[src/rtl/user_core_nmi_arb_pkg.sv]
// Shared types and constants for the user-core NMI arbiter slice.
package user_core_nmi_arb_pkg;

   typedef enum logic [1:0] {
      IDLE = 2'd0,
      REQ  = 2'd1,
      RESP = 2'd2
   } state_t;

   localparam int          MAX_CORE      = 8;
   localparam logic [31:0] ERR_RDATA_DEF = 32'hDEAD_BEEF;

   // Pointer/index width for n masters; a single master still needs one bit.
   function automatic int ptr_width(input int n);
      return (n > 1) ? $clog2(n) : 1;
   endfunction

endpackage

[src/rtl/nmi_if.sv]
// Native memory interface: single outstanding request, valid held until ready.
interface nmi_if;
   logic        valid;
   logic [31:0] addr;
   logic [31:0] wdata;
   logic [3:0]  wstrb;
   logic [31:0] rdata;
   logic        ready;

   modport master (output valid, addr, wdata, wstrb, input rdata, ready);
   modport slave  (input valid, addr, wdata, wstrb, output rdata, ready);
endinterface

[src/rtl/user_core_nmi_arb_rr_arbiter.sv]
// Combinational round-robin arbiter (rr_arbiter): first request at or above ptr,
// wrapping to the bottom of the vector; one-hot grant plus binary index.
module user_core_nmi_arb_rr_arbiter #(
   parameter int N  = 2,
   parameter int PW = 1
) (
   input  logic [N-1:0]  req,
   input  logic [PW-1:0] ptr,
   output logic [N-1:0]  gnt,
   output logic [PW-1:0] idx,
   output logic          any
);

   always_comb begin
      idx = '0;
      any = 1'b0;
      for (int j = 0; j < N; j++) begin
         if (!any && req[j] && (j >= int'(ptr))) begin
            any = 1'b1;
            idx = PW'(j);
         end
      end
      // Second pass covers the wrap-around below the pointer.
      for (int j = 0; j < N; j++) begin
         if (!any && req[j] && (j < int'(ptr))) begin
            any = 1'b1;
            idx = PW'(j);
         end
      end
      gnt = any ? (N'(1) << idx) : '0;
   end

endmodule

[src/rtl/user_core_nmi_arb.sv]
// Round-robin arbiter of NUM_CORE NMI masters onto one nmi_if.master port.
// Optional watchdog abort enabled by defining USER_CORE_NMI_ARB_TIMEOUT_EN.
module user_core_nmi_arb
   import user_core_nmi_arb_pkg::*;
#(
   parameter logic [4:0]  ID          = 5'd31,
   parameter int          NUM_CORE    = 2,
   parameter int          TIMEOUT_CYC = 1024,
   parameter logic [31:0] ERR_RDATA   = ERR_RDATA_DEF
) (
   input  logic                          clk_i,
   input  logic                          rst_n_i,
   input  logic [31:0]                   irq_i,
   output logic [NUM_CORE-1:0][31:0]     core_irq_o,
   input  logic [NUM_CORE-1:0]           core_valid_i,
   input  logic [NUM_CORE-1:0][31:0]     core_addr_i,
   input  logic [NUM_CORE-1:0][31:0]     core_wdata_i,
   input  logic [NUM_CORE-1:0][3:0]      core_wstrb_i,
   output logic [31:0]                   core_rdata_o,
   output logic [NUM_CORE-1:0]           core_ready_o,
   nmi_if.master                         nmi,
   output logic                          err_o
);

   localparam int PW = ptr_width(NUM_CORE);

   if (NUM_CORE < 1 || NUM_CORE > MAX_CORE) begin : g_bad_num_core
      $error("user_core_nmi_arb: NUM_CORE must be in 1..8");
   end

   state_t              state;
   logic [PW-1:0]       rr_ptr;
   logic [PW-1:0]       grant;
   logic [PW-1:0]       next_ptr;
   logic [NUM_CORE-1:0] arb_gnt;
   logic [PW-1:0]       arb_idx;
   logic                arb_any;
   logic                wd_expired;
   logic                unused_cfg;

   user_core_nmi_arb_rr_arbiter #(
      .N  (NUM_CORE),
      .PW (PW)
   ) u_rr_arbiter (
      .req (core_valid_i),
      .ptr (rr_ptr),
      .gnt (arb_gnt),
      .idx (arb_idx),
      .any (arb_any)
   );

   assign next_ptr = (int'(grant) >= NUM_CORE - 1) ? '0 : grant + PW'(1);

   always_ff @(posedge clk_i or negedge rst_n_i) begin
      if (!rst_n_i) begin
         state        <= IDLE;
         rr_ptr       <= '0;
         grant        <= '0;
         nmi.valid    <= 1'b0;
         nmi.addr     <= '0;
         nmi.wdata    <= '0;
         nmi.wstrb    <= '0;
         core_ready_o <= '0;
         core_rdata_o <= '0;
      end else begin
         core_ready_o <= '0;
         unique case (state)
            IDLE: begin
               if (arb_any) begin
                  nmi.valid <= 1'b1;
                  nmi.addr  <= core_addr_i[arb_idx];
                  nmi.wdata <= core_wdata_i[arb_idx];
                  nmi.wstrb <= core_wstrb_i[arb_idx];
                  grant     <= arb_idx;
                  state     <= REQ;
               end
            end
            REQ: begin
               // A real response beats a watchdog expiry in the same cycle.
               if (nmi.ready || wd_expired) begin
                  nmi.valid    <= 1'b0;
                  core_rdata_o <= nmi.ready ? nmi.rdata : ERR_RDATA;
                  core_ready_o <= NUM_CORE'(1) << grant;
                  rr_ptr       <= next_ptr;
                  state        <= RESP;
               end
            end
            RESP: begin
               // Granted core drops valid on this edge; skip sampling it.
               state <= IDLE;
            end
            default: begin
               state <= IDLE;
            end
         endcase
      end
   end

   always_ff @(posedge clk_i or negedge rst_n_i) begin
      if (!rst_n_i) begin
         core_irq_o <= '0;
      end else begin
         core_irq_o <= {NUM_CORE{irq_i}};
      end
   end

`ifdef USER_CORE_NMI_ARB_TIMEOUT_EN
   localparam int WDW = $clog2(TIMEOUT_CYC) + 1;

   logic [WDW-1:0] wd_cnt;
   logic           err_q;

   assign wd_expired = (state == REQ) && !nmi.ready && (wd_cnt == WDW'(TIMEOUT_CYC - 1));

   // Counter idles at zero outside REQ, so every REQ entry starts from zero.
   always_ff @(posedge clk_i or negedge rst_n_i) begin
      if (!rst_n_i) begin
         wd_cnt <= '0;
         err_q  <= 1'b0;
      end else begin
         if (state != REQ || nmi.ready || wd_expired) begin
            wd_cnt <= '0;
         end else begin
            wd_cnt <= wd_cnt + WDW'(1);
         end
         if (wd_expired) begin
            err_q <= 1'b1;
         end
      end
   end

   assign err_o      = err_q;
   assign unused_cfg = ^ID;
`else
   assign wd_expired = 1'b0;
   assign err_o      = 1'b0;
   assign unused_cfg = ^{ID, 32'(TIMEOUT_CYC)};
`endif

endmodule

[src/flat_wrapper.sv]
// flat-port wrapper written by rule: the top's interface ports become plain ports
module user_core_nmi_arb_flat import user_core_nmi_arb_pkg::*;
#(
   parameter logic [4:0]  ID          = 5'd31,
   parameter int          NUM_CORE    = 2,
   parameter int          TIMEOUT_CYC = 1024,
   parameter logic [31:0] ERR_RDATA   = ERR_RDATA_DEF
)
  (clk_i, rst_n_i, irq_i, core_irq_o, core_valid_i, core_addr_i, core_wdata_i, core_wstrb_i, core_rdata_o, core_ready_o, err_o, nmi_valid, nmi_addr, nmi_wdata, nmi_wstrb, nmi_rdata, nmi_ready);
  nmi_if nmi_i ();
  input  logic clk_i;
  input  logic rst_n_i;
  input  logic [31:0] irq_i;
  output logic [NUM_CORE-1:0][31:0] core_irq_o;
  input  logic [NUM_CORE-1:0] core_valid_i;
  input  logic [NUM_CORE-1:0][31:0] core_addr_i;
  input  logic [NUM_CORE-1:0][31:0] core_wdata_i;
  input  logic [NUM_CORE-1:0][3:0] core_wstrb_i;
  output logic [31:0] core_rdata_o;
  output logic [NUM_CORE-1:0] core_ready_o;
  output logic err_o;
  output wire logic [$bits(nmi_i.valid)-1:0] nmi_valid;
  output wire logic [$bits(nmi_i.addr)-1:0] nmi_addr;
  output wire logic [$bits(nmi_i.wdata)-1:0] nmi_wdata;
  output wire logic [$bits(nmi_i.wstrb)-1:0] nmi_wstrb;
  input wire logic [$bits(nmi_i.rdata)-1:0] nmi_rdata;
  input wire logic [$bits(nmi_i.ready)-1:0] nmi_ready;
  assign nmi_valid = nmi_i.valid;
  assign nmi_addr = nmi_i.addr;
  assign nmi_wdata = nmi_i.wdata;
  assign nmi_wstrb = nmi_i.wstrb;
  assign nmi_i.rdata = nmi_rdata;
  assign nmi_i.ready = nmi_ready;
  user_core_nmi_arb #(.ID(ID), .NUM_CORE(NUM_CORE), .TIMEOUT_CYC(TIMEOUT_CYC), .ERR_RDATA(ERR_RDATA)) u_core (.clk_i(clk_i), .rst_n_i(rst_n_i), .irq_i(irq_i), .core_irq_o(core_irq_o), .core_valid_i(core_valid_i), .core_addr_i(core_addr_i), .core_wdata_i(core_wdata_i), .core_wstrb_i(core_wstrb_i), .core_rdata_o(core_rdata_o), .core_ready_o(core_ready_o), .nmi(nmi_i), .err_o(err_o));
endmodule
[config.mk]
export PLATFORM = sky130hd
export DESIGN_NAME = user_core_nmi_arb_flat
export DESIGN_NICKNAME = d
export VERILOG_FILES = /design/src/rtl/user_core_nmi_arb_pkg.sv /design/src/rtl/nmi_if.sv /design/src/rtl/user_core_nmi_arb_rr_arbiter.sv /design/src/rtl/user_core_nmi_arb.sv /design/src/flat_wrapper.sv
export SDC_FILE = /design/constraint.sdc
export NUM_CORES = 1
export LEC_CHECK = 0
export BUFFER_PORTS_ARGS = -buffer_cell sky130_fd_sc_hd__buf_2
export CORE_ASPECT_RATIO = 1.5
export CORE_UTILIZATION = 23
export CTS_CLUSTER_SIZE = 8
export DETAILED_ROUTE_END_ITERATION = 8
export PLACE_DENSITY = 0.48
export SLEW_MARGIN = 20
export SYNTH_ARGS = -nofsm -noshare
export SYNTH_HDL_FRONTEND = slang
export SYNTH_SLANG_ARGS = --single-unit
[constraint.sdc]
create_clock -name clk_i -period 3.8 [get_ports clk_i]
set_input_delay 0.38 -clock clk_i [delete_from_list [all_inputs] [get_ports clk_i]]
set_output_delay 0.38 -clock clk_i [all_outputs]
set_load 0.03 [all_outputs]
==> flow_summary.html, run 1 <==
<table>
<tr><th>Metric</th><th>Value</th></tr>
<tr><th colspan="2">Status</th></tr>
<tr><td>Outcome</td><td>finished clean</td></tr>
<tr><th colspan="2">Global route</th></tr>
<tr><td>Initial antenna violation count</td><td>2</td></tr>
<tr><td>Via count of the first global-routing pass</td><td>5600</td></tr>
<tr><td>First-pass GRT wire length</td><td>about 33 mm</td></tr>
<tr><td>Global Route Usage Sum</td><td>16.5%</td></tr>
<tr><td>Total overflow reported by the global router</td><td>0</td></tr>
<tr><td>Maximum number of pins on one net before global-route repair</td><td>between 80 and 90</td></tr>
<tr><th colspan="2">Logic synthesis</th></tr>
<tr><td>Total standard cell area after synthesis</td><td>a little under 6000 µm²</td></tr>
<tr><td>Total nets after synthesis</td><td>about 830</td></tr>
<tr><td>Fraction of post-synthesis cell area in the top cell type by area</td><td>between 50% and 60%</td></tr>
<tr><td>Portion of the post-synthesis area used by sequential elements</td><td>58.4%</td></tr>
<tr><td>Synthesized area per cell</td><td>between 9 and 10 µm²</td></tr>
<tr><td>Cells after synthesis</td><td>620</td></tr>
<tr><td>Number of warnings issued by yosys</td><td>0</td></tr>
<tr><td>Count of unique library cells instantiated by Yosys</td><td>22</td></tr>
<tr><td>Cell type contributing the most total cell area after synthesis</td><td>dfrtp_1</td></tr>
<tr><td>Post-synthesis register bit count</td><td>between 100 and 150</td></tr>
<tr><td>Cell types occupying the most area after synthesis</td><td>dfrtp_1 (58%), nand2_1 (6.2%), a31oi_1 (6.1%), o21ai_0 (5.9%), nand3_1 (5.8%)</td></tr>
<tr><th colspan="2">STA</th></tr>
<tr><td>Share of the clock period used by the worst path after layout</td><td>between 50% and 60%</td></tr>
<tr><td>Setup repair after global routing missed its margin</td><td>no</td></tr>
<tr><td>Number of setup violations in the final report</td><td>0</td></tr>
<tr><td>F_max</td><td>a little under 0.5 GHz</td></tr>
<tr><td>Number of slew-limit violations in the final report</td><td>0</td></tr>
<tr><td>Setup TNS</td><td>0 ns</td></tr>
<tr><td>Setup skew after layout</td><td>~0.0065 ns</td></tr>
<tr><td>Worst Hold Slack</td><td>around 0.011 ns</td></tr>
<tr><td>Count of endpoints failing hold in the final timing report</td><td>0</td></tr>
<tr><td>Headroom to the max-slew limit</td><td>between 20% and 30%</td></tr>
<tr><td>Transition time of the tightest slew-check pin</td><td>between 1 and 1.5 ns</td></tr>
<tr><td>Final Critical Period</td><td>between 2 and 2.5 ns</td></tr>
<tr><th colspan="2">Power</th></tr>
<tr><td>Leakage</td><td>between 4 and 5 nW</td></tr>
<tr><td>Largest voltage drop on the vdd net</td><td>0.000352 V</td></tr>
<tr><td>PD cells</td><td>869 nW/µm²</td></tr>
<tr><th colspan="2">Setup path</th></tr>
<tr><td>Kind of critical path</td><td>reg -&gt; reg</td></tr>
<tr><td>Max stage delay cell, worst path</td><td>nand2b_2</td></tr>
<tr><td>Max incr delay on CP</td><td>between 0.8 and 0.9 ns</td></tr>
<tr><td>Sort of element at the start of the critical path</td><td>flop</td></tr>
<tr><td>Data arrival time of the critical path</td><td>about 2.4 ns</td></tr>
<tr><td>Critical Path, Cell by Cell</td><td>nand2b_2 &gt; buf_4 &gt; nand3_1 &gt; a31oi_1</td></tr>
<tr><td>Kind of end point of the critical path</td><td>flop</td></tr>
<tr><td>Logic depth of the worst register-to-register path</td><td>4</td></tr>
<tr><td>Endpoint required time on the critical path</td><td>around 4.1 ns</td></tr>
<tr><td>Maximum fanout along the worst path</td><td>45</td></tr>
<tr><th colspan="2">Flow run</th></tr>
<tr><td>Total of max-cap violations</td><td>0</td></tr>
<tr><th colspan="2">Floorplan</th></tr>
<tr><td>Vertical die dimension</td><td>~200 µm</td></tr>
<tr><td>Number of placement rows</td><td>71</td></tr>
<tr><td>Die outline area</td><td>between 20000 and 30000 µm²</td></tr>
<tr><td>Top Ports</td><td>approximately 370</td></tr>
<tr><td>Initial core utilization</td><td>around a quarter</td></tr>
<tr><td>Std-Cell Core Area</td><td>between 20000 and 30000 µm²</td></tr>
<tr><td>Chip width</td><td>around 130 µm</td></tr>
<tr><th colspan="2">Drt</th></tr>
<tr><td>Post-DR wirelength/cell</td><td>between 15 and 20 µm</td></tr>
<tr><td>1st-pass router iterations</td><td>4</td></tr>
<tr><td>Total via count in the routed design</td><td>5753</td></tr>
<tr><td>Final wirelength</td><td>22.7 mm</td></tr>
<tr><td>Average vias per placed instance</td><td>approximately 4.5</td></tr>
<tr><td>DR DRC count</td><td>0</td></tr>
<tr><td>Number of routed nets with antenna violations</td><td>0</td></tr>
<tr><td>DRT iter0 DRCs</td><td>approximately 300</td></tr>
<tr><th colspan="2">Clock tree</th></tr>
<tr><td>Clock latency reported for the late side of the worst-skew pair</td><td>approximately 0.42 ns</td></tr>
<tr><td>Count of clock tree sinks</td><td>139</td></tr>
<tr><td>Clk buf depth</td><td>2</td></tr>
<tr><td>Count of hold-fix buffers inserted at cts</td><td>0</td></tr>
<tr><td>H-tree levels</td><td>4</td></tr>
<tr><td>Clock transition at path regs</td><td>about 0.06 ns</td></tr>
<tr><td>Number of CTS-inserted buffers</td><td>17</td></tr>
<tr><td>Quantity of gates resized following cts</td><td>0</td></tr>
<tr><td>TritonCTS clock tree</td><td>done</td></tr>
<tr><td>Setup bufs post-CTS</td><td>0</td></tr>
<tr><td>Library cell used as clock root buffer</td><td>clkbuf_16</td></tr>
<tr><th colspan="2">Finish</th></tr>
<tr><td>Final nets</td><td>~1100</td></tr>
<tr><td>Fin cells</td><td>approximately 1300</td></tr>
<tr><td>Proportion of layout cells with a drive suffix above 1</td><td>between 40% and 50%</td></tr>
<tr><td>Fin area</td><td>roughly 8400 µm²</td></tr>
<tr><td>Area added between synthesis and finish</td><td>41.1%</td></tr>
<tr><th colspan="2">Place</th></tr>
<tr><td>Number of placed instances with taps included</td><td>between 1000 and 1500</td></tr>
<tr><td>Total of buffers placed on input and output ports</td><td>around 370</td></tr>
<tr><td>Routability Congestion</td><td>approximately 0.78</td></tr>
<tr><td>Detailed placement HPWL</td><td>approximately 16 mm</td></tr>
<tr><td>Standard cell area after detailed placement</td><td>around 7800 µm²</td></tr>
<tr><th colspan="2">Hold path</th></tr>
<tr><td>Hold crit path type</td><td>in -&gt; async</td></tr>
</table>
report_power, final:
group          leakage [nW]  internal (W)  total, W  switching [W]
combinational          2.23      0.000915   0.00329        0.00237
clock                 0.283       0.00103   0.00166       0.000627
sequential             1.62       0.00206   0.00236       0.000306
per-layer routing:
metal / global-route usage [%] / part of all wire [%] / wire length, µm
met1: 20.3 / 41 / 9360
met2: 27.3 / 51 / 11600
met3: 3.91 / 5.2 / 1190
met4: 7.15 / 2.7 / 610
met5: 0 / 0 / 0
logic make-up after synthesis:
kind of cell | after synthesis | synth area share, %
buf+inv | 95 | 8.78
compound gates | 206 | 19.8
flops | 139 | 58.4
simple gates | 179 | 13.0
other cells | 1 | 0.0629
stage by stage:
stage	setup slack, ns	total power (W)	util [%]
final	1.72	0.00731	33.3
after detailed placement	1.57	0.00571	31.0
after floorplan	2.26	0.00459	-
after global placement	1.55	0.00569	31.0
after global routing	1.59	0.00774	33.3
after CTS	1.72	0.00742	33.3
worst paths after layout:
path / from / to / slack (ns)
worst max-delay path: u_core.rr_ptr / u_core.nmi.addr[29] / 1.72
worst min-delay path: rst_n_i / u_core.core_rdata_o[14] / 0.01
worst max register to register: u_core.rr_ptr / u_core.nmi.addr[29] / 1.72
worst min register to register: u_core.grant / u_core.core_ready_o[0] / 0.43
max in group asynchronous: rst_n_i / u_core.nmi.addr[18] / 2.83
min in group clk_i: irq_i[8] / u_core.core_irq_o[8] / 0.06
Yosys cell counts:
cell	instances
inv_1	1
a31oi_2	10
or2_1	1
buf_6	4
dfrtp_1	139
and2_1	1
clkbuf_1	44
nand3_1	69
buf_1	1
o21ai_0	70
buf_4	33
buf_2	10
clkinv_1	1
nor2_1	5
a21oi_1	68
conb_1	1
inv_2	1
and2b_1	1
nand2b_1	2
nand3b_1	1
a31oi_1	58
nand2_1	99
placed cells by master, fill, tap and decap left out, drive strengths merged:
master	Yosys	layout
clkinvlp	0	1
nand3	69	69
nand2b	2	2
clkbuf	44	25
and2b	1	1
bufinv	0	2
or2	1	1
a21oi	68	68
clkinv	1	4
conb	1	1
and2	1	1
a31oi	68	68
nor2	5	5
nand2	99	99
buf	48	381
dfrtp	139	139
nand3b	1	1
diode	0	2
o21ai	70	70
inv	2	2
layout make-up:
cell class                 count  area (µm²)
clock buffer                  25         495
timing repair buffer         381        1950
sequential                   139        3480
inverter                       3        11.3
fill                        2692       16800
antenna                        2        5.00
multi-input combinational    386        1970
clock inverter                 6        86.3
tap                          328         410
critical path, delay by kind of cell, from the launching register on:
kind                   cells  cell delay (ns)
AOI/OAI and AO/OA          1             0.20
buffers and inverters      1             0.43
DFF                        1             0.38
and+or+nand+nor            2             0.95
sequential cells by signal, summed over array words and instances (netlist names):
signal               count
u_core.rr_ptr            1
u_core.core_irq_o       32
u_core.nmi.addr         32
u_core.grant             1
u_core.nmi.valid         1
u_core.core_rdata_o     32
u_core.core_ready_o      2
u_core.nmi.wdata        32
u_core.nmi.wstrb         4
u_core.state             2
(Power assumes the default switching activity.)
==> run 2: changes to the inputs <==
--- a/config.mk
+++ b/config.mk
@@ -5,6 +5,7 @@
 export SDC_FILE = /design/constraint.sdc
 export NUM_CORES = 1
 export LEC_CHECK = 0
+export ABC_AREA = 1
 export BUFFER_PORTS_ARGS = -buffer_cell sky130_fd_sc_hd__buf_2
 export CORE_ASPECT_RATIO = 1.5
 export CORE_UTILIZATION = 23
==> constraint.sdc (replaced) <==
create_clock -name clk_i -period 2 [get_ports clk_i]
set_input_delay 0.2 -clock clk_i [delete_from_list [all_inputs] [get_ports clk_i]]
set_output_delay 0.2 -clock clk_i [all_outputs]
set_load 0.03 [all_outputs]
==> flow_summary.html, run 2 <==
<table>
<tr><th>Metric</th><th>Value</th></tr>
<tr><th colspan="2">Status</th></tr>
<tr><td>Outcome</td><td>finished clean</td></tr>
<tr><th colspan="2">Setup path</th></tr>
<tr><td>CP delay by family, top</td><td>buffers and inverters</td></tr>
<tr><td>Most numerous cell on the critical path</td><td>nand3_1</td></tr>
<tr><td>Kind of end point of the critical path</td><td>flop</td></tr>
<tr><td>Data arrival time of the critical path</td><td>1.91 ns (-0.50 ns)</td></tr>
<tr><td>Worst path bufs/invs</td><td>2 (+1)</td></tr>
<tr><td>Critical Path, Cell by Cell</td><td>inv_1 &gt; nand2_2 &gt; buf_4 &gt; nand3_1 &gt; nand3_1 &gt; nand2_1</td></tr>
<tr><td>Kind of critical path</td><td>reg -&gt; reg</td></tr>
<tr><td>Endpoint required time on the critical path</td><td>2.33 ns (-1.80 ns)</td></tr>
<tr><td>Sort of element at the start of the critical path</td><td>flop</td></tr>
<tr><td>Max stage delay cell, worst path</td><td>buf_4</td></tr>
<tr><td>Max incr delay on CP</td><td>0.62 ns (-0.20 ns)</td></tr>
<tr><td>Maximum fanout along the worst path</td><td>68 (+51%)</td></tr>
<tr><th colspan="2">Floorplan</th></tr>
<tr><td>Std-Cell Core Area</td><td>27200 µm² (+7.9%)</td></tr>
<tr><td>Top Ports</td><td>373 (unchanged)</td></tr>
<tr><td>Die outline area</td><td>28400 µm² (+7.0%)</td></tr>
<tr><td>Chip width</td><td>138 µm (+3.4%)</td></tr>
<tr><td>Initial core utilization</td><td>23.4% (-0.18 points)</td></tr>
<tr><td>Number of placement rows</td><td>74 (+4.2%)</td></tr>
<tr><td>Vertical die dimension</td><td>206 µm (+3.4%)</td></tr>
<tr><th colspan="2">Drt</th></tr>
<tr><td>Average vias per placed instance</td><td>4.10 (-9.5%)</td></tr>
<tr><td>DR DRC count</td><td>0 (unchanged)</td></tr>
<tr><td>Number of routed nets with antenna violations</td><td>0 (unchanged)</td></tr>
<tr><td>Post-DR wirelength/cell</td><td>13.9 µm (-22%)</td></tr>
<tr><td>Total via count in the routed design</td><td>6392 (+11%)</td></tr>
<tr><td>1st-pass router iterations</td><td>4 (unchanged)</td></tr>
<tr><td>Final wirelength</td><td>21.7 mm (-4.3%)</td></tr>
<tr><td>DRT iter0 DRCs</td><td>295 (-0.67%)</td></tr>
<tr><th colspan="2">Clock tree</th></tr>
<tr><td>TritonCTS clock tree</td><td>done</td></tr>
<tr><td>Clock transition at path regs</td><td>0.07 ns (about the same)</td></tr>
<tr><td>Count of hold-fix buffers inserted at cts</td><td>66 (+66)</td></tr>
<tr><td>Library cell used as clock root buffer</td><td>clkbuf_16</td></tr>
<tr><td>Clock latency reported for the late side of the worst-skew pair</td><td>0.44 ns (+0.02 ns)</td></tr>
<tr><td>Setup bufs post-CTS</td><td>0 (unchanged)</td></tr>
<tr><td>Clk buf depth</td><td>2 (unchanged)</td></tr>
<tr><td>H-tree levels</td><td>4 (unchanged)</td></tr>
<tr><td>Number of CTS-inserted buffers</td><td>17 (unchanged)</td></tr>
<tr><td>Quantity of gates resized following cts</td><td>0 (unchanged)</td></tr>
<tr><td>Count of clock tree sinks</td><td>139 (unchanged)</td></tr>
<tr><th colspan="2">Logic synthesis</th></tr>
<tr><td>Cell types occupying the most area after synthesis</td><td>dfrtp_1 (55%), nand2_1 (18%), nand3_1 (11%), inv_1 (8.3%), buf_4 (4.9%)</td></tr>
<tr><td>Post-synthesis async set-or-reset flop share</td><td>100% (unchanged)</td></tr>
<tr><td>Total nets after synthesis</td><td>1013 (+23%)</td></tr>
<tr><td>Most used standard cells in the synthesized netlist</td><td>nand2_1 (304), inv_1 (141), dfrtp_1 (139)</td></tr>
<tr><td>Most frequently used cell type in the post-synthesis netlist</td><td>nand2_1</td></tr>
<tr><td>Number of warnings issued by yosys</td><td>0 (unchanged)</td></tr>
<tr><td>Number of synthesized flops with an enable pin</td><td>0 (unchanged)</td></tr>
<tr><td>Cell type contributing the most total cell area after synthesis</td><td>dfrtp_1</td></tr>
<tr><td>Portion of the post-synthesis area used by sequential elements</td><td>54.5% (-3.8 points)</td></tr>
<tr><td>Post-synthesis register bit count</td><td>139 (unchanged)</td></tr>
<tr><td>Count of unique library cells instantiated by Yosys</td><td>18 (-18%)</td></tr>
<tr><td>Cells after synthesis</td><td>808 (+30%)</td></tr>
<tr><td>Most frequently used flop master after synthesis</td><td>dfrtp_1</td></tr>
<tr><td>Total standard cell area after synthesis</td><td>6380 µm² (+7.1%)</td></tr>
<tr><td>Synthesized area per cell</td><td>7.90 µm² (-18%)</td></tr>
<tr><td>Fraction of post-synthesis cell area in the top cell type by area</td><td>54.5% (-3.8 points)</td></tr>
<tr><th colspan="2">Power</th></tr>
<tr><td>Share of power burned in the clock network</td><td>21.7% (-1.0 points)</td></tr>
<tr><td>Largest voltage drop on the vdd net</td><td>0.000622 V (+77%)</td></tr>
<tr><td>Switching power</td><td>0.00637 W (+93%)</td></tr>
<tr><td>PD cells</td><td>1430 nW/µm² (+65%)</td></tr>
<tr><td>Sequential share of power</td><td>32.5% (+0.2 points)</td></tr>
<tr><td>Sw Share</td><td>46.4% (+1.1 points)</td></tr>
<tr><td>Leakage</td><td>5.74 nW (+39%)</td></tr>
<tr><td>Power Internal</td><td>0.00737 W (+84%)</td></tr>
<tr><td>Comb power frac</td><td>45.8% (+0.8 points)</td></tr>
<tr><th colspan="2">Flow run</th></tr>
<tr><td>Total of max-cap violations</td><td>0 (unchanged)</td></tr>
<tr><th colspan="2">STA</th></tr>
<tr><td>Number of slew-limit violations in the final report</td><td>0 (unchanged)</td></tr>
<tr><td>Number of setup violations in the final report</td><td>0 (unchanged)</td></tr>
<tr><td>Count of endpoints failing hold in the final timing report</td><td>0 (unchanged)</td></tr>
<tr><td>Share of the clock period used by the worst path after layout</td><td>79.0% (+24 points)</td></tr>
<tr><td>Setup TNS</td><td>0 ns (unchanged)</td></tr>
<tr><td>Setup skew after layout</td><td>0.00526 ns (-0.00125 ns)</td></tr>
<tr><td>Setup repair after global routing missed its margin</td><td>no</td></tr>
<tr><td>Final Critical Period</td><td>1.58 ns (-0.496 ns)</td></tr>
<tr><td>Headroom to the max-slew limit</td><td>46.8% (+18 points)</td></tr>
<tr><td>F_max</td><td>0.633 GHz (+31%)</td></tr>
<tr><td>Transition time of the tightest slew-check pin</td><td>0.798 ns (-0.273 ns)</td></tr>
<tr><th colspan="2">Finish</th></tr>
<tr><td>Proportion of layout cells with a drive suffix above 1</td><td>34.8% (-10 points)</td></tr>
<tr><td>Core utilization of the finished layout</td><td>35.2% (+1.9 points)</td></tr>
<tr><td>Fin cells</td><td>1560 (+23%)</td></tr>
<tr><td>Area added between synthesis and finish</td><td>50.4%</td></tr>
<tr><td>Highest-count cells in the layout ignoring fill and taps</td><td>buf_2 (370), nand2_1 (304), inv_1 (141)</td></tr>
<tr><td>Most common cell after layout, fill and taps aside</td><td>buf_2</td></tr>
<tr><td>Final nets</td><td>1409 (+24%)</td></tr>
<tr><td>Number of fill cells in the layout</td><td>2947 (+9.5%)</td></tr>
<tr><th colspan="2">Global route</th></tr>
<tr><td>Total overflow reported by the global router</td><td>0 (unchanged)</td></tr>
<tr><td>First-pass GRT wire length</td><td>32.8 mm (about the same)</td></tr>
<tr><td>Global Route Usage Sum</td><td>15.5% (-0.95 points)</td></tr>
<tr><td>Via count of the first global-routing pass</td><td>6248 (+12%)</td></tr>
<tr><td>Maximum number of pins on one net before global-route repair</td><td>69 (-22%)</td></tr>
<tr><td>Initial antenna violation count</td><td>1 (-1)</td></tr>
<tr><th colspan="2">Place</th></tr>
<tr><td>Detailed placement HPWL</td><td>15.1 mm (-4.2%)</td></tr>
<tr><td>Number of placed instances with taps included</td><td>1461 (+18%)</td></tr>
<tr><td>Routability Congestion</td><td>0.793 (+2.1%)</td></tr>
<tr><td>Total of buffers placed on input and output ports</td><td>371 (unchanged)</td></tr>
<tr><th colspan="2">Hold path</th></tr>
<tr><td>Hold crit path type</td><td>in -&gt; reg</td></tr>
</table>
[run 2: cell count changes in the layout (fill, tap and decap cells not counted), sizes merged, moves of 2 or more]
cell,before,now
clkbuf,25,20
a31oi,68,0
nand2,99,307
buf,381,386
a21oi,68,1
bufinv,2,0
inv,2,144
o21ai,70,1
dlygate4sd3,0,66
clkinvlp,1,6
nand2b,2,0
nand3,69,136
[run 2: final timing paths]
check / depth (start not counted) / start / end / slack [ns]
hold / removal: 5 / core_wstrb_i[0] / u_core.nmi.wstrb[0] / 0.05
max in group asynchronous: 3 / rst_n_i / u_core.core_irq_o[20] / 1.21
setup reg to reg: 6 / u_core.rr_ptr / u_core.nmi.addr[5] / 0.42
min in group asynchronous: 2 / rst_n_i / u_core.nmi.wdata[20] / 0.20
hold reg to reg: 1 / u_core.grant / u_core.core_ready_o[0] / 0.46
setup / recovery: 6 / u_core.rr_ptr / u_core.nmi.addr[5] / 0.42
[run 2: final cells by class]
type / instances / area [µm²] / share of cell area [%]
inverter: 142 / 533 / 5.56
sequential: 139 / 3480 / 36.3
clock buffer: 20 / 457 / 4.76
tap: 342 / 428 / 4.46
clock inverter: 12 / 92.6 / 0.965
timing repair buffer: 452 / 2710 / 28.3
multi-input combinational: 452 / 1890 / 19.7
antenna: 1 / 2.50 / 0.0261
[run 2: logic make-up after synthesis]
logic type,synth area share [%]
AND/OR/NAND/NOR,29.3
AO/OA/AOI/OAI,0.274
buffers and inverters,15.8
other,0.0588
flip-flops,54.5
[run 2: metal layers]
layer	GRT usage [%]	part of all wire, %	vias to the layer above
met1	17.5	41	2998
met3	2.87	4.9	30
met2	27.3	52	205
met4	8.11	2.9	0
li1	-	-	3159
met5	0	0	-
[run 2: power groups by stage]
stage	registers, W	clock network, W	logic [W]
floorplan	0.00658	0	0.00210
global placement	0.00448	0	0.00627
detailed placement	0.00448	0	0.00632
CTS	0.00447	0.00309	0.00642
global route	0.00461	0.00320	0.00689
finish	0.00446	0.00298	0.00630
[run 2: metrics by stage]
| step | hold slack [ns] | total power (W) | area, µm² | setup slack, ns |
|---|---|---|---|---|
| 2_1_floorplan | -0.0956 | 0.00868 | 6380 | 0.868 |
| 3_3_place_gp | 0.105 | 0.0108 | 8380 | 0.417 |
| 3_5_place_dp | 0.113 | 0.0108 | 8380 | 0.417 |
| 4_1_cts | 0.0248 | 0.0140 | 9590 | 0.402 |
| 5_1_grt | 0.0534 | 0.0147 | 9590 | 0.308 |
| 6_report | 0.0507 | 0.0137 | 9590 | 0.420 |
[run 2: worst min-delay path, stage by stage]
cell	delay (ns)
buf_2	0.07
inv_1	0.03
nand2_1	0.05
nand3_1	0.06
nand2_1	0.05
